<file path="src/rtl/phy_pkg.sv">
// phy_pkg: definitions shared by the PHY TX lane serializer and the RX
// deserializer/aligner.
//   PHY_COM_SYMBOL : idle/alignment COM symbol value (8'hBC)
//   phy_state_t    : serializer link state, INIT (training) or ACTIVE
//   BIT_CNT_W      : width of the bit-within-symbol counter
package phy_pkg;

    localparam logic [7:0] PHY_COM_SYMBOL = 8'hBC;
    localparam int         BIT_CNT_W      = 3;

    typedef enum logic {
        INIT   = 1'b0,
        ACTIVE = 1'b1
    } phy_state_t;

endpackage

</file>
<file path="src/rtl/lane_serializer.sv">
// lane_serializer: per-lane parallel-to-serial stage. After reset it sends
// COM_COUNT COM symbols for RX alignment, then serialises one byte per 8
// clocks, filling idle symbol slots with COM.
//
// Ports:
//   clk_8f     in   bit clock (8x lane byte rate)
//   reset      in   synchronous active-high reset
//   data_in    in   [7:0] lane byte from the striping stage
//   valid_in   in   data_in holds a valid byte
//   ready_out  out  byte accepted this cycle if valid_in is high
//   data_out   out  serial bit (registered)
//   active_out out  training complete
//   com_out    out  data_out belongs to a COM symbol
//
// Build option: define SER_LSB_FIRST_EN to shift symbols LSB first
// (default MSB first). Timing is identical in both builds.
module lane_serializer
    import phy_pkg::*;
#(
    parameter int unsigned COM_COUNT  = 4,
    parameter logic [7:0]  COM_SYMBOL = PHY_COM_SYMBOL
) (
    input  logic       clk_8f,
    input  logic       reset,
    input  logic [7:0] data_in,
    input  logic       valid_in,
    output logic       ready_out,
    output logic       data_out,
    output logic       active_out,
    output logic       com_out
);

    phy_state_t           state, state_nxt;
    logic [BIT_CNT_W-1:0] bit_cnt;
    logic [BIT_CNT_W-1:0] bit_idx;
    logic [7:0]           com_cnt, com_cnt_nxt;
    logic [7:0]           cur_sym, sym_nxt;
    logic                 sym_is_com, com_nxt;
    logic                 boundary;

    assign boundary  = (bit_cnt == 3'd7);
    // Registers only: the upstream stage may wait on ready before asserting valid.
    assign ready_out = (state == ACTIVE) && boundary;

`ifdef SER_LSB_FIRST_EN
    assign bit_idx = bit_cnt;
`else
    assign bit_idx = 3'd7 - bit_cnt;
`endif

    // Next symbol selection; only takes effect on the symbol boundary.
    always_comb begin
        state_nxt   = state;
        sym_nxt     = cur_sym;
        com_nxt     = sym_is_com;
        com_cnt_nxt = com_cnt;
        if (boundary) begin
            case (state)
                INIT: begin
                    sym_nxt     = COM_SYMBOL;
                    com_nxt     = 1'b1;
                    com_cnt_nxt = com_cnt + 8'd1;
                    if (com_cnt == 8'(COM_COUNT - 1))
                        state_nxt = ACTIVE;
                end
                ACTIVE: begin
                    if (valid_in) begin
                        sym_nxt = data_in;
                        com_nxt = 1'b0;
                    end else begin
                        sym_nxt = COM_SYMBOL;
                        com_nxt = 1'b1;
                    end
                end
                default: state_nxt = INIT;
            endcase
        end
    end

    always_ff @(posedge clk_8f) begin
        if (reset) begin
            state <= INIT;
        end else begin
            state <= state_nxt;
        end
    end

    always_ff @(posedge clk_8f) begin
        if (reset) begin
            bit_cnt    <= '0;
            com_cnt    <= '0;
            cur_sym    <= COM_SYMBOL;
            sym_is_com <= 1'b1;
            data_out   <= 1'b0;
            com_out    <= 1'b0;
            active_out <= 1'b0;
        end else begin
            data_out   <= cur_sym[bit_idx];
            com_out    <= sym_is_com;
            bit_cnt    <= bit_cnt + 3'd1;
            active_out <= (state_nxt == ACTIVE);
            if (boundary) begin
                cur_sym    <= sym_nxt;
                sym_is_com <= com_nxt;
                com_cnt    <= com_cnt_nxt;
            end
        end
    end

endmodule

</file>
<file path="config.mk">
export PLATFORM = sky130hd
export DESIGN_NAME = lane_serializer
export DESIGN_NICKNAME = d
export VERILOG_FILES = /design/src/rtl/phy_pkg.sv /design/src/rtl/lane_serializer.sv
export SDC_FILE = /design/constraint.sdc
export NUM_CORES = 1
export LEC_CHECK = 0
export ABC_CLOCK_PERIOD_IN_PS = 1700
export BUFFER_PORTS_ARGS = -buffer_cell sky130_fd_sc_hd__buf_2
export CAP_MARGIN = 15
export CORE_AREA = 2 2 47 49
export DETAILED_ROUTE_END_ITERATION = 10
export DIE_AREA = 0 0 49 51
export HOLD_SLACK_MARGIN = 0.02
export PLACE_DENSITY = 0.72
export RECOVER_POWER = 50
export SYNTH_ARGS = -nofsm -noshare
export SYNTH_HDL_FRONTEND = slang
export SYNTH_SLANG_ARGS = --single-unit
</file>
<file path="constraint.sdc">
create_clock -name clk_8f -period 1.7 [get_ports clk_8f]
set_clock_uncertainty 0.1 [all_clocks]
set_input_delay 0.255 -clock clk_8f [delete_from_list [all_inputs] [get_ports clk_8f]]
set_output_delay 0.255 -clock clk_8f [all_outputs]
set_load 0.05 [all_outputs]
</file>
==> results of run 1 <==
-- cells by family (layout without fill, tap and decap cells) --
family	Yosys count	in the layout	share of synthesized area [%]
AND/OR/NAND/NOR	34	34	18.2
flip-flops	23	23	47.6
AO/OA/AOI/OAI	16	16	10.1
multiplexers	13	13	15.3
buffers and inverters	9	31	4.01
adder cells (fa/ha/maj)	3	3	3.88
XOR/XNOR	1	1	0.906
-- report_power, final --
| group | total, W | switching, W | internal, W |
|---|---|---|---|
| combinational | 0.0000864 | 0.0000483 | 0.0000381 |
| clock | 0.000250 | 0.000162 | 0.0000880 |
| sequential | 0.000556 | 0.00000579 | 0.000551 |
-- stage by stage --
step	area (µm²)	util, %
after floorplan	968	-
after global placement	1100	53.5
after detailed placement	1100	53.5
after CTS	1170	56.6
after global routing	1190	57.7
final	1190	57.7
-- state kept, by name, summed over array words and instances, names as in the netlist --
name	count
active_out	1
bit_cnt	3
com_cnt	8
com_out	1
cur_sym	8
data_out	1
sym_is_com	1
-- per-layer routing --
| layer | part of all wire (%) | routed length, µm |
|---|---|---|
| met3 | 5.1 | 94 |
| met2 | 48 | 896 |
| met4 | 3.0 | 55 |
| met5 | 0 | 0 |
| met1 | 44 | 809 |
-- Yosys cell counts --
cell	count
mux2_2	1
and2_1	1
nand4_1	1
nand2_1	7
nand4b_2	1
xor2_1	1
clkbuf_1	2
inv_1	5
a21oi_1	6
nor4_1	1
nor2_1	12
mux4_1	1
mux2i_1	11
buf_4	1
buf_2	1
ha_1	3
dfxtp_1	23
a311oi_1	1
or3_1	3
a41oi_1	1
nor4b_1	1
o31ai_1	2
o21ai_0	4
nor2b_1	3
nand3_1	2
a21o_1	2
or4_1	2
-- what timing repair did --
action	in CTS	in global routing
setup buffers	3	0
gates resized for setup	6	7
endpoints found under the setup margin	1	7
hold buffers	0	0
-- final cells by class --
cell class / instances / area [µm²] / area share [%]
Tap cell: 28 / 35.0 / 2.94
Inverter: 5 / 18.8 / 1.58
Sequential cell: 23 / 467 / 39.2
Timing Repair Buffer: 22 / 146 / 12.3
Multi-Input combinational cell: 67 / 495 / 41.6
Clock inverter: 1 / 5.00 / 0.421
Clock buffer: 3 / 22.5 / 1.89
-- tightest hold or removal path, stage by stage --
cell	delay [ns]
buf_2	0.07
mux2i_1	0.06
nand2_1	0.06
-- cell usage in the layout (no fill, tap or decap), drive strengths merged --
cell type	count
nor2b	3
nand3	2
xor2	1
mux4	1
and2	1
a311oi	1
nand4b	1
mux2i	11
clkinv	1
o21ai	4
nor4b	1
a21oi	6
or3	3
a41oi	1
dfxtp	23
nand2	7
a21o	2
nor4	1
nand4	1
o31ai	2
mux2	1
clkbuf	7
or4	2
nor2	12
buf	18
ha	3
inv	5
-- worst paths after layout --
check / from / end / slack (ns)
setup / recovery: bit_cnt[1] / ready_out / 0.06
hold / removal: data_in[2] / cur_sym[2] / 0.05
setup reg to reg: bit_cnt[1] / com_cnt[3] / 0.12
hold reg to reg: sym_is_com / com_out / 0.34
==> metrics, run 1 <==
status finished clean; Cell Chain, Critical Path ha_2 -> ha_4 -> and2_4 -> buf_8; share of cells above drive strength 1 27.3%; crit path kind reg -> out; Yosys top cell area share 47.6%; vias in the first global route 733; endpoints failing setup 0; initial antenna violation count 0; Core ar. 2060 µm²; Initial DRT Pass Iterations 4; Nets 136; Worst Tran Pin Value 0.591 ns; die width 49 µm; worst vdd ir 0.494 mV; Mapped Nets 113; ratio of total power to cell area ~750 nW/µm²; count of warnings emitted by yosys 0; Post-Syn Area 967 µm²; CTS H-tree depth 1; largest net degree at the start of global routing 18; Initial Util between 40% and 50%; Setup TNS Final 0 ns; Worst Path Buf+Inv 1; synthesized instance count 99; Worst Path Required 1.34 ns; post-synthesis sequential area ratio 47.6%; Clock Path Buffers 2; worst slack, placed 0.131 ns; drt wl/cell between 10 and 15 µm; die area about 2500 µm²; syn avg cell area 9.77 µm²; distinct cell type count after synthesis 27; Initial DRC Count 14; cell depth of the worst hold path 3; Final HPWL DP 1.30 mm; Leak Pwr 0.480 nW; Final min period 1.64 ns; final-layout fill cell count approximately 180; Final Hold Vio Count 0; largest delay contributor family on the critical path flip-flops; CP startpoint kind register; worst hold path type in -> reg; ranking of synthesized cells by area dfxtp_1, mux2i_1, nor2_1; IO Count 15; Tcrit/Tclk final 96.6%; total routing usage reported by global routing 17.3%; clk slew on worst S/H paths ~0.12 ns; RSZ-0062 raised after global routing no; CP Capture Type primary output; fmax 609 MHz; Relative slew margins approximately 61%; CP Max Fanout 2; reg2reg path depth 5; final cell count without fillers roughly 150; Area Overhead vs Synth 23.0%; vias per cell 5.34; gpl congestion between 0.7 and 0.8; PortBufs 14; Levels on crit path 4; Final Max Slew Viols 0; first-pass GRT wire length 3.19 mm; root buffer cell clkbuf_4; die height 51 µm; Synth area leader dfxtp_1; clk_lat worst skew 0.31 ns; Slowest-stage cell, CP dfxtp_4; # diodes 0; Post-Route WL around 1.9 mm; Power Total 0.000893 W; met3 Use GR 4.09%; worst setup margin 0.0575 ns; M2 GR Usage 27.9%; grt total ovfl 0; GR Util met1 20.4%; GR peak layer met2; Min Hold Slack 0.0481 ns; # rows 17; vias 795; #FFs+latches synth 23; CTS Sinks 23; max incr delay on CP 0.37 ns; Placed Cells incl. Taps 142; Routed Antenna Nets 0; Residual DRC 0; CTS Buf Count 3; Max Cap Violations 0; CP arrival 1.29 ns; CTS tree built
No activity file was read; power rests on OpenSTA's default activity.
==> inputs of run 2 (changes only) <==
--- a/config.mk
+++ b/config.mk
@@ -5,14 +5,15 @@
 export SDC_FILE = /design/constraint.sdc
 export NUM_CORES = 1
 export LEC_CHECK = 0
+export ABC_AREA = 1
 export ABC_CLOCK_PERIOD_IN_PS = 1700
 export BUFFER_PORTS_ARGS = -buffer_cell sky130_fd_sc_hd__buf_2
 export CAP_MARGIN = 15
-export CORE_AREA = 2 2 47 49
+export CORE_AREA = 2 2 50 52
 export DETAILED_ROUTE_END_ITERATION = 10
-export DIE_AREA = 0 0 49 51
+export DIE_AREA = 0 0 52 54
 export HOLD_SLACK_MARGIN = 0.02
-export PLACE_DENSITY = 0.72
+export PLACE_DENSITY = 0.71
 export RECOVER_POWER = 50
 export SYNTH_ARGS = -nofsm -noshare
 export SYNTH_HDL_FRONTEND = slang
==> constraint.sdc (replaced) <==
create_clock -name clk_8f -period 1.7 [get_ports clk_8f]
set_clock_uncertainty 0.1 [all_clocks]
set_input_delay 0.255 -clock clk_8f [delete_from_list [all_inputs] [get_ports clk_8f]]
set_output_delay 0.255 -clock clk_8f [all_outputs]
set_load 0.01 [all_outputs]
==> run 2 against run 1 <==
  * Clock power about the same
  * Synthesized cell count is 57% higher
  * Power barely moved
  * Synthesized area up 13%
  * Critical endpoint unchanged
==> metrics, run 2 <==
status finished clean; Synth Area in Compound Gates just under 8%; XOR/XNOR Fraction of Synth Area 0%; clk slew on worst S/H paths around 0.12 ns; distinct cell type count after synthesis 21; Synth area leader dfxtp_1; Final min period 1.65 ns; vias in the first global route 832; # diodes 0; initial antenna violation count 0; vias per cell approximately 4.8; crit path kind reg -> out; die width 52 µm; Core ar. 2320 µm²; most frequent cells after synthesis nand2_1, inv_1, nor2_1; Final HPWL DP about 1.6 mm; worst setup margin 0.0466 ns; root buffer cell clkbuf_4; Synth Area in Simple Gates ~34%; gpl congestion 0.749; Relative slew margins 70.5%; Final Hold Vio Count 0; CTS Sinks 23; post-synthesis adder-cell area fraction 3.45%; ratio of total power to cell area roughly 730 nW/µm²; worst vdd ir 0.741 mV; CP arrival 1.30 ns; Post-synth EDFFs 0; CP Capture Type primary output; Top Registers com_cnt x8, cur_sym x8, bit_cnt x3; Clock Path Buffers 2; CTS tree built; PortBufs 14; Tcrit/Tclk final 97.3%; post-synthesis sequential area ratio 42.3%; #FFs+latches synth 23; Mapped Nets approximately 170; Routed Antenna Nets 0; Final Max Slew Viols 0; die area 2810 µm²; CP Max Fanout 4; Post-Route WL 2.09 mm; Residual DRC 0; syn avg cell area 7.02 µm²; Leak Pwr 0.575 nW; Initial Util 46.9%; fmax roughly 600 MHz; first-pass GRT wire length around 3.5 mm; count of warnings emitted by yosys 0; Nets about 190; total routing usage reported by global routing 16.5%; Synth async-reset ratio 0%; Power Total about 0.00089 W; clk_lat worst skew 0.31 ns; largest family of logic cells by synthesized area simple AND/OR/NAND/NOR gates; drt wl/cell 10.4 µm; main flop type after synthesis dfxtp_1; most frequent cells in the layout nand2_1, inv_1, nor2_1; Area Overhead vs Synth 12.9%; Initial DRC Count 12; # rows 18; worst slack, placed 0.271 ns; endpoints failing setup 0; IO Count 15; Post-CTS Repair Setup Buffers 0; final-layout fill cell count approximately 220; CP startpoint kind register; synthesized instance count 155; CTS Buf Count 3; share of cells above drive strength 1 around 17%; PostCTS Resize Cnt 0; largest net degree at the start of global routing 17; die height 54 µm; Max Cap Violations 0; worst hold path type in -> reg; Worst Tran Pin Value 0.442 ns; grt total ovfl 0; ranking of synthesized cells by area dfxtp_1, nand2_1, inv_1; commonest non-fill, non-tap cell in the layout nand2_1; Post-Syn Area 1090 µm²; Worst Path Required 1.34 ns; vias 973; post-synthesis mux area share 0%; CTS H-tree depth 1; Initial DRT Pass Iterations 4; # hold bufs at CTS 0; most frequent cell after synthesis nand2_1; Yosys top cell area share 42.3%
[run 2: cell types whose count changed in the layout (fill, tap and decap cells not counted), moves of 5 or more]
cell     previous run  this run
nand2_1             7        37
inv_1               5        26
nor2_1             12        24
mux2i_1            11         0
nand3_1             2         7
[run 2: critical path, stage by stage (launching register included)]
cell,delay (ns)
dfxtp_1,0.34
ha_1,0.24
ha_4,0.19
nand2_1,0.06
inv_1,0.03
buf_2,0.12
[run 2: cells by family (layout without fill, tap and decap cells)]
| logic type | count (synthesis) | in the layout |
|---|---|---|
| and+or+nand+nor | 83 | 83 |
| buffers and inverters | 31 | 48 |
| DFF | 23 | 23 |
| AOI/OAI and AO/OA | 15 | 15 |
| adders and majority gates | 3 | 3 |
[run 2: power by group]
part	total [W]	leakage [nW]	switching, W	internal, W
sequential	0.000558	0.187	0.00000724	0.000551
clock	0.000252	0.0177	0.000164	0.0000880
combinational	0.0000820	0.371	0.0000468	0.0000352
total	0.000892	0.575	0.000218	0.000674
[run 2: stage by stage]
step           util, %  std cells  hold WS (ns)  TNS [ns]  cell area (µm²)
6_report          53.0        202        0.0483         0             1230
5_1_grt           53.0        202        0.0461   -0.0101             1230
4_1_cts           52.5        202        0.0400         0             1220
3_5_place_dp      51.3        198         0.329         0             1190
3_3_place_gp      51.3        198         0.324         0             1190
2_1_floorplan        -        155         0.222         0             1090
[run 2: layer usage]
layer | vias up | track usage [%] | part of all wire [%]
met5 | - | 0 | 0
met3 | 2 | 2.50 | 5.0
met4 | 0 | 5.26 | 0.91
li1 | 512 | - | -
met2 | 25 | 30.0 | 48
met1 | 434 | 19.9 | 46
[run 2: cell type report]
cell class,count,area (µm²),area share (%)
clock inverters,1,5.00,0.407
inverters,27,101,8.25
multi-input cells,101,510,41.5
well taps,30,37.5,3.05
flip-flops and latches,23,460,37.5
repair buffers,17,91.3,7.43
clock buffers,3,22.5,1.83
[run 2: worst paths after layout]
path	startpoint	end	slack (ns)	depth (start not counted)
setup / recovery	bit_cnt[0]	ready_out	0.05	5
hold / removal	data_in[7]	cur_sym[7]	0.05	3
setup reg to reg	bit_cnt[2]	com_cnt[7]	0.24	6
hold reg to reg	sym_is_com	com_out	0.34	2
==> inputs of run 3 (changes only) <==
--- a/config.mk
+++ b/config.mk
@@ -9,11 +9,11 @@
 export ABC_CLOCK_PERIOD_IN_PS = 1700
 export BUFFER_PORTS_ARGS = -buffer_cell sky130_fd_sc_hd__buf_2
 export CAP_MARGIN = 15
-export CORE_AREA = 2 2 50 52
+export CORE_AREA = 2 2 69 71
 export DETAILED_ROUTE_END_ITERATION = 10
-export DIE_AREA = 0 0 52 54
+export DIE_AREA = 0 0 71 73
 export HOLD_SLACK_MARGIN = 0.02
-export PLACE_DENSITY = 0.71
+export PLACE_DENSITY = 0.43
 export RECOVER_POWER = 50
 export SYNTH_ARGS = -nofsm -noshare
 export SYNTH_HDL_FRONTEND = slang
==> constraint.sdc (replaced) <==
create_clock -name clk_8f -period 1.7 [get_ports clk_8f]
set_clock_uncertainty 0.1 [all_clocks]
set_input_delay 0.34 -clock clk_8f [delete_from_list [all_inputs] [get_ports clk_8f]]
set_output_delay 0.34 -clock clk_8f [all_outputs]
set_load 0.01 [all_outputs]
==> run 3 against run 2 <==
  * Critical path depth is the same
  * Combinational power shrank 1%
  * Via count shrank 5.3%
  * Sequential cell count is the same
  * Non-clock buffer count grew 2
  * Die area grew 85%
  * Global-route usage shrank 7.3 points
  * First-iteration DRC count grew to 2.9 times the previous value
  * Setup slack gained 0.028 ns
==> metrics, run 3 (synthesis gave the netlist of run 2 again) <==
clk slew on worst S/H paths 0.09 ns; ratio of total power to cell area slightly below 800 nW/µm²; Final Hold Vio Count 0; Post-Route WL between 2 and 2.5 mm; IO Count 15; Core ar. 4540 µm²; status finished clean; multi-input logic area 513 µm²; Final HPWL DP 1.62 mm; CP startpoint kind register; final std cell area, no fill 1300 µm²; Setup TNS Final 0 ns; final-layout fill cell count 512; Reg-to-Reg Start bit_cnt[0]; Relative slew margins 69.1%; CP Capture Type primary output; Max Cap Violations 0; Critical Path Start bit_cnt[0]; die width 71 µm; worst vdd ir 0.571 mV; share of cells above drive strength 1 18.4%; # hold bufs at CTS 0; die area 5180 µm²; CP arrival around 1.2 ns; worst hold start data_in[7]; PortBufs 14; most frequent cells in the layout nand2_1, inv_1, nor2_1; crit path kind reg -> out; initial antenna violation count 0; first-pass GRT wire length 3.77 mm; CTS Buf Count 3; final cell count without fillers approximately 230; clk_lat worst skew 0.27 ns; vias in the first global route between 800 and 900; Clock Path Buffers 2; CTS H-tree depth 1; fmax 615 MHz; drt wl/cell 9.71 µm; Nets 189; die height around 73 µm; CTS Sinks 23; Initial DRT Pass Iterations 4; Leak Pwr 0.581 nW; total routing usage reported by global routing a little under a tenth; Top Registers com_cnt x8, cur_sym x8, bit_cnt x3; worst hold path type in -> reg; grt total ovfl 0; CTS tree built; post-place instance area 1220 µm²; gpl congestion 0.698; Routed Antenna Nets 0; Final Max Slew Viols 0; vias 921; commonest non-fill, non-tap cell in the layout nand2_1; Tcrit/Tclk final 95.6%; Initial Util 24.0%; Final min period 1.63 ns; Residual DRC 0; RSZ-0062 raised after global routing no; CP Max Fanout 6; Placed Cells incl. Taps about 220; sequential standard cell area 462 µm²; endpoints failing setup 0; vias per cell 4.04; largest net degree at the start of global routing 15; Worst Path Required between 1 and 1.5 ns; # rows 25; Area Overhead vs Synth 19.1%; root buffer cell clkbuf_8; Initial DRC Count 35; # diodes 0; Worst Tran Pin Value about 0.46 ns
## run 3: cell types whose count changed in the layout (fill, tap and decap cells not counted), moves of 2 or more
| cell | previous run | this run |
|---|---|---|
| buf_2 | 13 | 11 |
| clkbuf_1 | 1 | 3 |
| clkbuf_4 | 3 | 1 |
| clkbuf_8 | 0 | 3 |
## run 3: metrics by stage
stage	hold WS (ns)	utilization, %	total power, W	worst slack (ns)
floorplan	0.305	-	0.000616	0.0640
global placement	0.319	26.9	0.000651	0.209
detailed placement	0.321	26.9	0.000650	0.173
CTS	0.164	28.2	0.00103	0.00368
global route	0.185	28.6	0.00106	0.00345
finish	0.172	28.6	0.00100	0.0746
## run 3: area by class of cell
type                    count  share of cell area, %
flip-flops and latches     23                   35.6
clock buffers               3                   3.19
multi-input cells         101                   39.6
well taps                  54                   5.21
inverters                  27                   7.82
clock inverters             1                  0.579
repair buffers             19                   8.01
## run 3: critical path: stages (launching register included)
cell and delay (ns):
dfxtp_1 0.34, ha_2 0.19, ha_4 0.16, nand2_1 0.05, inv_1 0.05, buf_2 0.11
## run 3: path summary, 6_finish.rpt
kind / end / slack [ns] / depth (start not counted)
setup reg to reg: cur_sym[0] / 0.20 / 6
hold / removal: cur_sym[7] / 0.17 / 3
setup / recovery: ready_out / 0.07 / 5
hold reg to reg: com_out / 0.33 / 2
## run 3: power breakdown
part	leakage, nW	internal (W)	switching (W)
sequential	0.187	0.000551	0.00000658
combinational	0.372	0.0000348	0.0000462
clock	0.0217	0.000166	0.000199
## run 3: what timing repair did
item | 4_1_cts | 5_1_grt
gates resized for setup | 2 | 2
setup endpoints to repair | 1 | 1
buffers inserted | 0 | 2
## run 3: metal layers
metal	track usage [%]	vias up	wire (µm)
met5	0	-	0
met4	1.26	0	7
met3	2.90	2	74
met2	16.0	13	1020
li1	-	514	-
met1	11.6	392	1110
